## src/rtl/mat2x2_pkg.sv

```systemverilog
// ---------------------------------------------------------------------------
// mat2x2_pkg
// Shared definitions for the 2x2 unsigned matrix multiplier family: the
// operand loader, the multiplier itself and the result serializer.
//   ELEM_W / IN_W / MAX_VAL / TIMEOUT : element widths, legal range, idle limit
//   state_e   : operand loader FSM states
//   err_e     : rejection cause reported on err_code
//   A11..B22  : position of each element within an input frame
// ---------------------------------------------------------------------------
package mat2x2_pkg;

  localparam int ELEM_W  = 2;
  localparam int IN_W    = 3;
  localparam int MAX_VAL = 2;
  localparam int TIMEOUT = 255;

  typedef enum logic [1:0] {
    IDLE  = 2'd0,
    FILL  = 2'd1,
    DRAIN = 2'd2,
    ISSUE = 2'd3
  } state_e;

  typedef enum logic [1:0] {
    ERR_NONE    = 2'd0,
    ERR_RANGE   = 2'd1,
    ERR_LEN     = 2'd2,
    ERR_TIMEOUT = 2'd3
  } err_e;

  // Frame order: all of A row-major, then all of B row-major
  localparam logic [2:0] A11 = 3'd0;
  localparam logic [2:0] A12 = 3'd1;
  localparam logic [2:0] A21 = 3'd2;
  localparam logic [2:0] A22 = 3'd3;
  localparam logic [2:0] B11 = 3'd4;
  localparam logic [2:0] B12 = 3'd5;
  localparam logic [2:0] B21 = 3'd6;
  localparam logic [2:0] B22 = 3'd7;

  // elem_cnt is only 3 bits wide, so a full frame would alias back to 0;
  // the count stops at the last element index instead
  function automatic logic [2:0] nextElemCnt(input logic [2:0] cnt);
    return (cnt == B22) ? cnt : cnt + 3'd1;
  endfunction

endpackage

```

## src/rtl/mat2x2_operand_loader_if.sv

```systemverilog
// ---------------------------------------------------------------------------
// mat2x2_operand_loader_if
// Bundles the element stream, the operand bus towards the multiplier and the
// error status of the operand loader.
//   in_valid/in_ready/in_data/in_last : element stream handshake
//   a_bus/b_bus/op_valid/op_ready     : packed operands and their handshake
//   err_pulse/err_code/elem_cnt       : status
// Modport slave is the loader's view; master is the surrounding system
// (stream producer plus multiplier).
// ---------------------------------------------------------------------------
interface mat2x2_operand_loader_if;
  import mat2x2_pkg::*;

  logic                  in_valid;
  logic                  in_ready;
  logic [IN_W-1:0]       in_data;
  logic                  in_last;
  logic [4*ELEM_W-1:0]   a_bus;
  logic [4*ELEM_W-1:0]   b_bus;
  logic                  op_valid;
  logic                  op_ready;
  logic                  err_pulse;
  logic [1:0]            err_code;
  logic [2:0]            elem_cnt;

  modport slave (
    input  in_valid, in_data, in_last, op_ready,
    output in_ready, a_bus, b_bus, op_valid, err_pulse, err_code, elem_cnt
  );

  modport master (
    output in_valid, in_data, in_last, op_ready,
    input  in_ready, a_bus, b_bus, op_valid, err_pulse, err_code, elem_cnt
  );

endinterface

```

## src/rtl/mat2x2_elem_checker.sv

```systemverilog
// ---------------------------------------------------------------------------
// mat2x2_elem_checker
// Purely combinational classification of the beat currently on the stream.
//   in_data   : raw element value (IN_W bits)
//   in_last   : frame terminator flag of the beat
//   elem_cnt  : index this beat would occupy in the frame
//   range_err : value exceeds MAX_VAL
//   short_err : frame terminated before its last element
//   long_err  : last element arrived without the terminator
// ---------------------------------------------------------------------------
module mat2x2_elem_checker
  import mat2x2_pkg::*;
(
  input  logic [IN_W-1:0] in_data,
  input  logic            in_last,
  input  logic [2:0]      elem_cnt,
  output logic            range_err,
  output logic            short_err,
  output logic            long_err
);

  // Classify the beat; priority between these is resolved by the loader FSM
  always_comb begin
    range_err = (in_data > IN_W'(MAX_VAL));
    short_err = in_last && (elem_cnt != B22);
    long_err  = !in_last && (elem_cnt == B22);
  end

endmodule

```

## src/rtl/mat2x2_operand_loader.sv

```systemverilog
// ---------------------------------------------------------------------------
// mat2x2_operand_loader
// Collects an 8-element frame (A then B, row-major), range-checks each value
// and presents the packed operands to the multiplier with op_valid held until
// op_ready. Bad frames are swallowed and reported via err_pulse/err_code.
//   clk, rst_n : clock, asynchronous active-low reset
//   ena        : global enable; low freezes the loader
//   bus        : element stream, operand bus and status (slave modport)
// ---------------------------------------------------------------------------
module mat2x2_operand_loader
  import mat2x2_pkg::*;
(
  input  logic                       clk,
  input  logic                       rst_n,
  input  logic                       ena,
  mat2x2_operand_loader_if.slave     bus
);

  state_e                     state_q, state_d;
  logic [2:0]                 elemCnt_q, elemCnt_d;
  logic [7:0]                 toCnt_q, toCnt_d;
  err_e                       errCode_q, errCode_d;
  err_e                       drainCode_q, drainCode_d;
  logic                       errPulse_q;
  logic [7:0][ELEM_W-1:0]     elems_q;
  logic [4*ELEM_W-1:0]        aBus_q;
  logic [4*ELEM_W-1:0]        bBus_q;

  logic                       inReady;
  logic                       accept;
  logic                       errFire;
  logic                       elemWe;
  logic                       issueLoad;
  logic                       rangeErr;
  logic                       shortErr;
  logic                       longErr;

  mat2x2_elem_checker u_checker (
    .in_data   (bus.in_data),
    .in_last   (bus.in_last),
    .elem_cnt  (elemCnt_q),
    .range_err (rangeErr),
    .short_err (shortErr),
    .long_err  (longErr)
  );

  // ISSUE is the only state that refuses beats; ena gates everything
  assign inReady = ena && (state_q != ISSUE);
  assign accept  = bus.in_valid && inReady;

  // Next-state logic: every transition needs ena, so ena=0 holds all state
  always_comb begin
    state_d     = state_q;
    elemCnt_d   = elemCnt_q;
    toCnt_d     = toCnt_q;
    errCode_d   = errCode_q;
    drainCode_d = drainCode_q;
    errFire     = 1'b0;
    elemWe      = 1'b0;
    issueLoad   = 1'b0;

    unique case (state_q)
      IDLE, FILL: begin
        if (accept) begin
          toCnt_d = 8'd0;
          if (rangeErr) begin
            if (bus.in_last) begin
              errFire   = 1'b1;
              errCode_d = ERR_RANGE;
              elemCnt_d = 3'd0;
              state_d   = IDLE;
            end else begin
              drainCode_d = ERR_RANGE;
              elemCnt_d   = nextElemCnt(elemCnt_q);
              state_d     = DRAIN;
            end
          end else if (shortErr) begin
            errFire   = 1'b1;
            errCode_d = ERR_LEN;
            elemCnt_d = 3'd0;
            state_d   = IDLE;
          end else if (longErr) begin
            drainCode_d = ERR_LEN;
            state_d     = DRAIN;
          end else if (elemCnt_q == B22) begin
            // Element 7 goes straight onto b_bus, not into the buffer
            issueLoad = 1'b1;
            state_d   = ISSUE;
          end else begin
            elemWe    = 1'b1;
            elemCnt_d = nextElemCnt(elemCnt_q);
            state_d   = FILL;
          end
        end else if ((state_q == FILL) && ena) begin
          // Fires on the idle cycle that would take the count to TIMEOUT
          if (toCnt_q == 8'(TIMEOUT - 1)) begin
            errFire   = 1'b1;
            errCode_d = ERR_TIMEOUT;
            elemCnt_d = 3'd0;
            toCnt_d   = 8'd0;
            state_d   = IDLE;
          end else begin
            toCnt_d = toCnt_q + 8'd1;
          end
        end
      end
      DRAIN: begin
        if (accept && bus.in_last) begin
          errFire   = 1'b1;
          errCode_d = drainCode_q;
          elemCnt_d = 3'd0;
          state_d   = IDLE;
        end
      end
      ISSUE: begin
        if (ena && bus.op_ready) begin
          elemCnt_d = 3'd0;
          state_d   = IDLE;
        end
      end
      default: state_d = IDLE;
    endcase
  end

  // State, frame buffer and operand registers; operands load only on ISSUE entry
  always_ff @(posedge clk or negedge rst_n) begin
    if (!rst_n) begin
      state_q     <= IDLE;
      elemCnt_q   <= 3'd0;
      toCnt_q     <= 8'd0;
      errCode_q   <= ERR_NONE;
      drainCode_q <= ERR_NONE;
      errPulse_q  <= 1'b0;
      elems_q     <= '0;
      aBus_q      <= '0;
      bBus_q      <= '0;
    end else begin
      state_q     <= state_d;
      elemCnt_q   <= elemCnt_d;
      toCnt_q     <= toCnt_d;
      errCode_q   <= errCode_d;
      drainCode_q <= drainCode_d;
      errPulse_q  <= errFire;
      if (elemWe) begin
        elems_q[elemCnt_q] <= bus.in_data[ELEM_W-1:0];
      end
      if (issueLoad) begin
        aBus_q <= elems_q[A22:A11];
        bBus_q <= {bus.in_data[ELEM_W-1:0], elems_q[B21], elems_q[B12], elems_q[B11]};
      end
    end
  end

  assign bus.in_ready  = inReady;
  assign bus.a_bus     = aBus_q;
  assign bus.b_bus     = bBus_q;
  assign bus.op_valid  = (state_q == ISSUE);
  assign bus.err_pulse = errPulse_q;
  assign bus.err_code  = errCode_q;
  assign bus.elem_cnt  = elemCnt_q;

endmodule

```

## src/flat_wrapper.sv

```systemverilog
// flat-port wrapper written by rule: the top's interface ports become plain ports
module mat2x2_operand_loader_flat import mat2x2_pkg::*;
  (clk, rst_n, ena, bus_in_valid, bus_in_data, bus_in_last, bus_op_ready, bus_in_ready, bus_a_bus, bus_b_bus, bus_op_valid, bus_err_pulse, bus_err_code, bus_elem_cnt);
  mat2x2_operand_loader_if bus_i ();
  input  logic clk;
  input  logic rst_n;
  input  logic ena;
  input wire logic [$bits(bus_i.in_valid)-1:0] bus_in_valid;
  input wire logic [$bits(bus_i.in_data)-1:0] bus_in_data;
  input wire logic [$bits(bus_i.in_last)-1:0] bus_in_last;
  input wire logic [$bits(bus_i.op_ready)-1:0] bus_op_ready;
  output wire logic [$bits(bus_i.in_ready)-1:0] bus_in_ready;
  output wire logic [$bits(bus_i.a_bus)-1:0] bus_a_bus;
  output wire logic [$bits(bus_i.b_bus)-1:0] bus_b_bus;
  output wire logic [$bits(bus_i.op_valid)-1:0] bus_op_valid;
  output wire logic [$bits(bus_i.err_pulse)-1:0] bus_err_pulse;
  output wire logic [$bits(bus_i.err_code)-1:0] bus_err_code;
  output wire logic [$bits(bus_i.elem_cnt)-1:0] bus_elem_cnt;
  assign bus_i.in_valid = bus_in_valid;
  assign bus_i.in_data = bus_in_data;
  assign bus_i.in_last = bus_in_last;
  assign bus_i.op_ready = bus_op_ready;
  assign bus_in_ready = bus_i.in_ready;
  assign bus_a_bus = bus_i.a_bus;
  assign bus_b_bus = bus_i.b_bus;
  assign bus_op_valid = bus_i.op_valid;
  assign bus_err_pulse = bus_i.err_pulse;
  assign bus_err_code = bus_i.err_code;
  assign bus_elem_cnt = bus_i.elem_cnt;
  mat2x2_operand_loader u_core (.clk(clk), .rst_n(rst_n), .ena(ena), .bus(bus_i));
endmodule
```

## config.mk

```make
export PLATFORM = sky130hd
export DESIGN_NAME = mat2x2_operand_loader_flat
export DESIGN_NICKNAME = d
export VERILOG_FILES = /design/src/rtl/mat2x2_pkg.sv /design/src/rtl/mat2x2_operand_loader_if.sv /design/src/rtl/mat2x2_elem_checker.sv /design/src/rtl/mat2x2_operand_loader.sv /design/src/flat_wrapper.sv
export SDC_FILE = /design/constraint.sdc
export NUM_CORES = 1
export LEC_CHECK = 0
export BUFFER_PORTS_ARGS = -buffer_cell sky130_fd_sc_hd__buf_2
export CORE_MARGIN = 2
export CORE_UTILIZATION = 40
export CTS_CLUSTER_DIAMETER = 150
export DETAILED_ROUTE_END_ITERATION = 8
export PLACE_DENSITY = 0.62
export REMOVE_ABC_BUFFERS = 1
export SLEW_MARGIN = 15
export SYNTH_ARGS = -nofsm -noshare
export SYNTH_HDL_FRONTEND = slang
export SYNTH_SLANG_ARGS = --single-unit
```

## constraint.sdc

```tcl
create_clock -name clk -period 2.7 [get_ports clk]
set_clock_uncertainty 0.2 [all_clocks]
set_input_delay 0.135 -clock clk [delete_from_list [all_inputs] [get_ports clk]]
set_output_delay 0.135 -clock clk [all_outputs]
set_load 0.02 [all_outputs]
```

==> results.yml, run 1 <==
outcome:
  status: "complete, no violations"
global_routing:
  grt.overflow.total: 0
  antenna_found_initial: 0
  grt_pass1_vias: 1488
  grt_pass1_wl_um: 7270
  grt.total_usage_pct: 14.8
  grt_max_degree: 35
timing:
  whs_ns: 0.00939
  max_freq_mhz: 465
  rsz0062_at_grt: "false"
  tightest_slew_ns: 0.530
  fin_crit_ns: 2.15
  finalCritPeriodShare_pct: 79.6
  setup_violations: 0
  hold_violations: 0
  relSlewSlack_pct: 64.3
  setup_slack_ns: 0.551
  tns_ns: 0
  drv_slew: 0
logic_synthesis:
  synthesis.area_mm2: 0.00229
  synth_cell_types: 47
  synthFlopType: "dfrtp_1"
  synth_edf_count: 0
  synthArstFlopShare_pct: 100
  synth_area_leaders: "dfrtp_1, mux2_2, nor2_1"
  ys_warn_count: 0
  ys_seq_area_share_pct: 52.5
  netlist_instances: 188
  syn_area_per_cell_um2: 12.2
  synth-seq-cells: 48
  synth_top_area_cell: "dfrtp_1"
  netlist.area_leader.share_pct: 52.5
worst_setup_path:
  path_cells: "ha_1, nand2_1, nand4b_2, nor3_1, mux2_2"
  worstPathRequired_ns: 2.68
  critPathLaunchType: "flop"
  worstSetupPathType: "flop to flop"
  critPathMaxFanout: 8
  worstSetupStartpoint: "u_core.bus.elem_cnt[1]"
  r2r_slack_ns: 0.55
  worst_ep_arrival_time_ns: 2.13
  worst_path_largest_cell_delay_ns: 0.48
  timing.rr.start: "u_core.bus.elem_cnt[1]"
  crit_path_end_kind: "flop"
  cpMaxStageDelayCell: "dfrtp_1"
drt:
  dr.pass1.iters: 4
  final_antenna_net_count: 0
  routed_wl_um: 4220
  wire_per_inst_um: 14.2
  dr_total_vias: 1528
  drcViolationCount: 0
  via_per_inst: 5.16
  drt_iter0_drc: 86
placement:
  port_buffers: 32
  place_hpwl_um: 3080
  gp_congestion: 0.794
  place_ws_ns: 0.562
layout:
  drive_gt1_share_pct: 36.6
  nets: 235
  diodes: 0
  nFillCells: 510
  synthToLayoutAreaGrowth_pct: 13.9
power:
  power.density_mw_per_mm2: 676
  p_leak_nw: 1.29
  peakVddDrop_uv: 255
clocking:
  cts_root_buffer: "clkbuf_8"
  cts_sinks: 48
  ctsResizeCount: 0
  htreeDepth: 2
  numCtsBuffers: 5
  cts_tree: "done"
  clkLatencyLatePin_ns: 0.29
  clkTransAtPathRegs_ns: 0.09
  cts_max_path_buffers: 2
worst_hold_path:
  hold_class: "input pin to flop"
  hp-start: "bus_op_ready"
die:
  die_h_um: 79.6
  core_mm2: 0.00551
  placementRows: 27
  start_util_pct: 41.5
  io_pins: 33
  die_w_um: 79.6
  dieArea_mm2: 0.00634
run:
  timing.max_cap.violations: 0
cell usage after synthesis (2+ instances only):
master and count:
and3_1 2, inv_1 4, mux2_2 27, nor4_1 2, a21oi_1 5, and2_1 3, a22o_1 5, buf_6 3
o21ai_0 3, dfrtp_1 48, nor2_1 16, buf_4 2, nand3b_1 2, or2_2 2, ha_1 3, nor3_1 2
buf_2 2, nand2_1 11, xnor2_1 5, mux2_1 3, and4_1 3, mux2_4 3, nand3_1 7, a22oi_1 2
flip-flops by register name (all words and copies together), names as in the netlist:
| name | flops |
|---|---|
| u_core.bus.b_bus | 8 |
| u_core.elems_q | 14 |
| u_core.bus.err_code | 2 |
| u_core.drainCode_q | 2 |
| u_core.bus.a_bus | 8 |
| u_core.state_q | 2 |
| u_core.toCnt_q | 8 |
| u_core.bus.elem_cnt | 3 |
| u_core.bus.err_pulse | 1 |
power by group:
group,internal (W),switching [W],leakage (nW)
registers,0.000830,0.000109,0.638
logic,0.000177,0.000206,0.600
clock network,0.000209,0.000230,0.0516
through the flow:
stage	total power, W	utilization (%)	area (um2)	std cells
after detailed placement	0.00134	45.2	2490	286
final	0.00176	47.3	2610	296
after floorplan	0.00120	-	2220	180
after CTS	0.00179	47.3	2610	296
after global routing	0.00187	47.3	2610	296
after global placement	0.00132	45.2	2490	286
kinds of logic after synthesis:
kind of cell	count (synthesis)	synth area share, %
buffers and inverters	12	3.39
and+or+nand+nor	61	15.3
AOI/OAI and AO/OA	25	8.15
xor gates and xnor gates	6	2.30
muxes	33	16.7
adders and majority gates	3	1.64
DFF	48	52.5
path summary, 6_finish.rpt:
| path | endpoint | depth (start not counted) |
|---|---|---|
| setup / recovery | u_core.elems_q[0] | 5 |
| hold reg to reg | u_core.bus.a_bus[7] | 1 |
| min in group asynchronous | u_core.toCnt_q[1] | 2 |
| hold / removal | u_core.state_q[1] | 4 |
| max in group asynchronous | u_core.elems_q[10] | 3 |
| setup reg to reg | u_core.elems_q[0] | 5 |
worst max-delay path, delay by kind of cell (launching register included):
family / cells / cell delay (ns)
simple gates: 3 / 0.71
flops: 1 / 0.48
mux: 1 / 0.38
fa+ha+maj: 1 / 0.26
placed cells by master (no fill, tap or decap), types with 2 or more instances in the layout:
| cell type | instances |
|---|---|
| a21oi_1 | 5 |
| a22o_1 | 5 |
| a22oi_1 | 2 |
| and2_1 | 3 |
| and3_1 | 2 |
| and4_1 | 3 |
| buf_2 | 32 |
| buf_4 | 2 |
| clkbuf_8 | 6 |
| dfrtp_1 | 48 |
| dlygate4sd3_1 | 2 |
| ha_1 | 3 |
| inv_1 | 4 |
| mux2_1 | 3 |
| mux2_2 | 27 |
| mux2_4 | 3 |
| nand2_1 | 11 |
| nand3_1 | 7 |
| nand3b_1 | 2 |
| nor2_1 | 16 |
| nor3_1 | 2 |
| nor4_1 | 2 |
| o21ai_0 | 3 |
| or2_2 | 2 |
| xnor2_1 | 5 |
layout make-up:
type	instances	area, um2	area share (%)
Multi-Input combinational cell	128	1010	38.7
Clock buffer	6	82.6	3.17
Timing Repair Buffer	36	195	7.49
Tap cell	72	90.1	3.46
Inverter	4	15.0	0.576
Sequential cell	48	1200	46.1
Clock inverter	2	13.8	0.528
repair_timing:
action                                 4_1_cts  5_1_grt
setup buffers                                0        0
endpoints found under the hold margin       15        0
hold buffers                                 2        0
setup endpoints to repair                    0        0
layer usage:
layer | GRT usage (%) | part of all wire [%] | wire (um)
met2 | 22.3 | 48 | 2030
met1 | 20.8 | 47 | 1970
met3 | 2.83 | 3.6 | 151
met5 | 0 | 0 | 0
met4 | 6.21 | 1.5 | 65
Power figures use the tool's default switching activity.
==> run 2, diff against run 1 <==
clock period = 2 ns   (was 2.7 ns; I/O delays follow)
==> results.yml, run 2 (same netlist as run 1, synthesis figures left out) <==
layout:
  largest-register: "u_core.elems_q"
  synthToLayoutAreaGrowth_pct: 20.3
  nets: 247
  layout_common_cells: "dfrtp_1, buf_2, mux2_2"
  final_common_cell: "dfrtp_1"
  largest_register_ffs: 14
  fin_util_pct: 50.0
  seqCellArea_mm2: 0.00120
  multi_input_comb_area_mm2: 0.00102
  diodes: 0
  final_area_mm2: 0.00275
  nFillCells: 495
  drive_gt1_share_pct: 41.1
worst_setup_path:
  timing.rr.start: "u_core.toCnt_q[0]"
  critPathLaunchType: "input pin"
  reg2regPathDepth: 6
  r2r_end: "u_core.bus.err_code[0]"
  worst_ep_arrival_time_ns: 1.94
  worstSetupStartpoint: "bus_in_data[2]"
  worstPathRequired_ns: 1.99
  worst_path_largest_cell_delay_ns: 0.53
  crit_path_end_kind: "flop"
  r2r_slack_ns: 0.07
  critPathMaxFanout: 16
  critical_path.top_delay_family: "buffers and inverters"
  path_cells: "dlygate4sd3_1, buf_2, a21oi_2, and3_4, and3_1, buf_12, mux2_2"
  cpMaxStageDelayCell: "dlygate4sd3_1"
  worstSetupPathType: "input pin to flop"
  cp.buffers_inverters: 3
timing:
  whs_ns: 0.0217
  max_freq_mhz: 511
  setup_violations: 0
  setup_slack_ns: 0.0440
  fin_crit_ns: 1.96
  tightest_slew_ns: 0.548
  finalCritPeriodShare_pct: 97.8
  drv_slew: 0
  hold_violations: 0
  tns_ns: 0
  rsz0062_at_grt: "false"
  relSlewSlack_pct: 63.5
placement:
  gp_congestion: 0.858
  place_area_mm2: 0.00258
  place_hpwl_um: 3100
  port_buffers: 32
  place_ws_ns: 0.0167
global_routing:
  grt_pass1_vias: 1524
  grt.overflow.total: 0
  grt_pass1_wl_um: 7280
  antenna_found_initial: 0
  grt.total_usage_pct: 14.9
  grt_max_degree: 25
power:
  p_int_w: 0.00183
  peakVddDrop_uv: 336
  p_seq_share_pct: 47.5
  p_switching_w: 0.000759
  p_leak_nw: 1.37
  combPwrFrac_pct: 24.5
  p_clk_share_pct: 28.0
  swShare_pct: 29.3
  power.density_mw_per_mm2: 942
drt:
  dr.pass1.iters: 4
  final_antenna_net_count: 0
  via_per_inst: 5.09
  dr_total_vias: 1567
  drcViolationCount: 0
  drt_iter0_drc: 49
  wire_per_inst_um: 14.0
  routed_wl_um: 4320
die:
  die_w_um: 79.6
  die_h_um: 79.6
  placementRows: 27
  core_mm2: 0.00551
  start_util_pct: 41.5
  io_pins: 33
  dieArea_mm2: 0.00634
clocking:
  clkTransAtPathRegs_ns: 0.09
  cts_sinks: 48
  cts_root_buffer: "clkbuf_8"
  cts_tree: "done"
  cts_max_path_buffers: 2
  numCtsBuffers: 5
  clkLatencyLatePin_ns: 0.30
  htreeDepth: 2
worst_hold_path:
  hold_end: "u_core.elems_q[7]"
  hp-start: "bus_in_data[1]"
  hold_depth: 2
  hold_class: "input pin to flop"
run:
  timing.max_cap.violations: 0
outcome:
  status: "complete, no violations"
-- run 2: area by class of cell --
cell class | instances | share of cell area [%]
Inverter | 4 | 0.546
Tap cell | 72 | 3.27
Clock inverter | 2 | 1.41
Clock buffer | 6 | 3.00
Multi-Input combinational cell | 128 | 37.2
Sequential cell | 48 | 43.7
Timing Repair Buffer | 48 | 10.9
-- run 2: stage by stage --
| step | total power (W) | cells |
|---|---|---|
| final | 0.00259 | 308 |
| after CTS | 0.00261 | 307 |
| after detailed placement | 0.00186 | 296 |
| after global placement | 0.00185 | 296 |
| after floorplan | 0.00162 | 180 |
| after global routing | 0.00276 | 308 |
-- run 2: repair_timing --
item / CTS / global route
setup endpoints to repair: 0 / 10
gates resized for setup: 0 / 4
buffers inserted: 0 / 1
hold endpoints to repair: 25 / 0
hold buffers: 3 / 0
-- run 2: worst register-to-register path, cell delays in order, from the launching register on --
cell and delay, ns:
dfrtp_1 0.39, inv_1 0.08, ha_1 0.20, and3_1 0.19
and4_4 0.19, mux2_4 0.28, mux2_4 0.30
-- run 2: power by group through the flow --
| stage | sequential, W | clock [W] | combinational (W) |
|---|---|---|---|
| finish | 0.00123 | 0.000726 | 0.000635 |
| global route | 0.00126 | 0.000796 | 0.000706 |
| CTS | 0.00123 | 0.000754 | 0.000621 |
| detailed placement | 0.00125 | 0 | 0.000614 |
| global placement | 0.00125 | 0 | 0.000607 |
| floorplan | 0.00129 | 0 | 0.000330 |
-- run 2: layer usage --
metal / track usage [%] / wire length [um] / up-vias
met5: 0 / 0 / -
met4: 5.69 / 57 / 0
li1: - / - / 769
met3: 3.39 / 143 / 4
met1: 20.0 / 2060 / 768
met2: 23.6 / 2060 / 26
-- run 2: worst max-delay path by stage --
stage	to	slack [ns]	depth (start not counted)
6_report	u_core.bus.a_bus[4]	0.04	7
5_1_grt	u_core.bus.err_code[0]	0.008	6
4_1_cts	u_core.elems_q[5]	0.02	5
3_5_place_dp	u_core.elems_q[5]	0.02	5
3_3_place_gp	u_core.bus.err_code[0]	0.06	6
2_1_floorplan	u_core.bus.b_bus[6]	-0.19	4
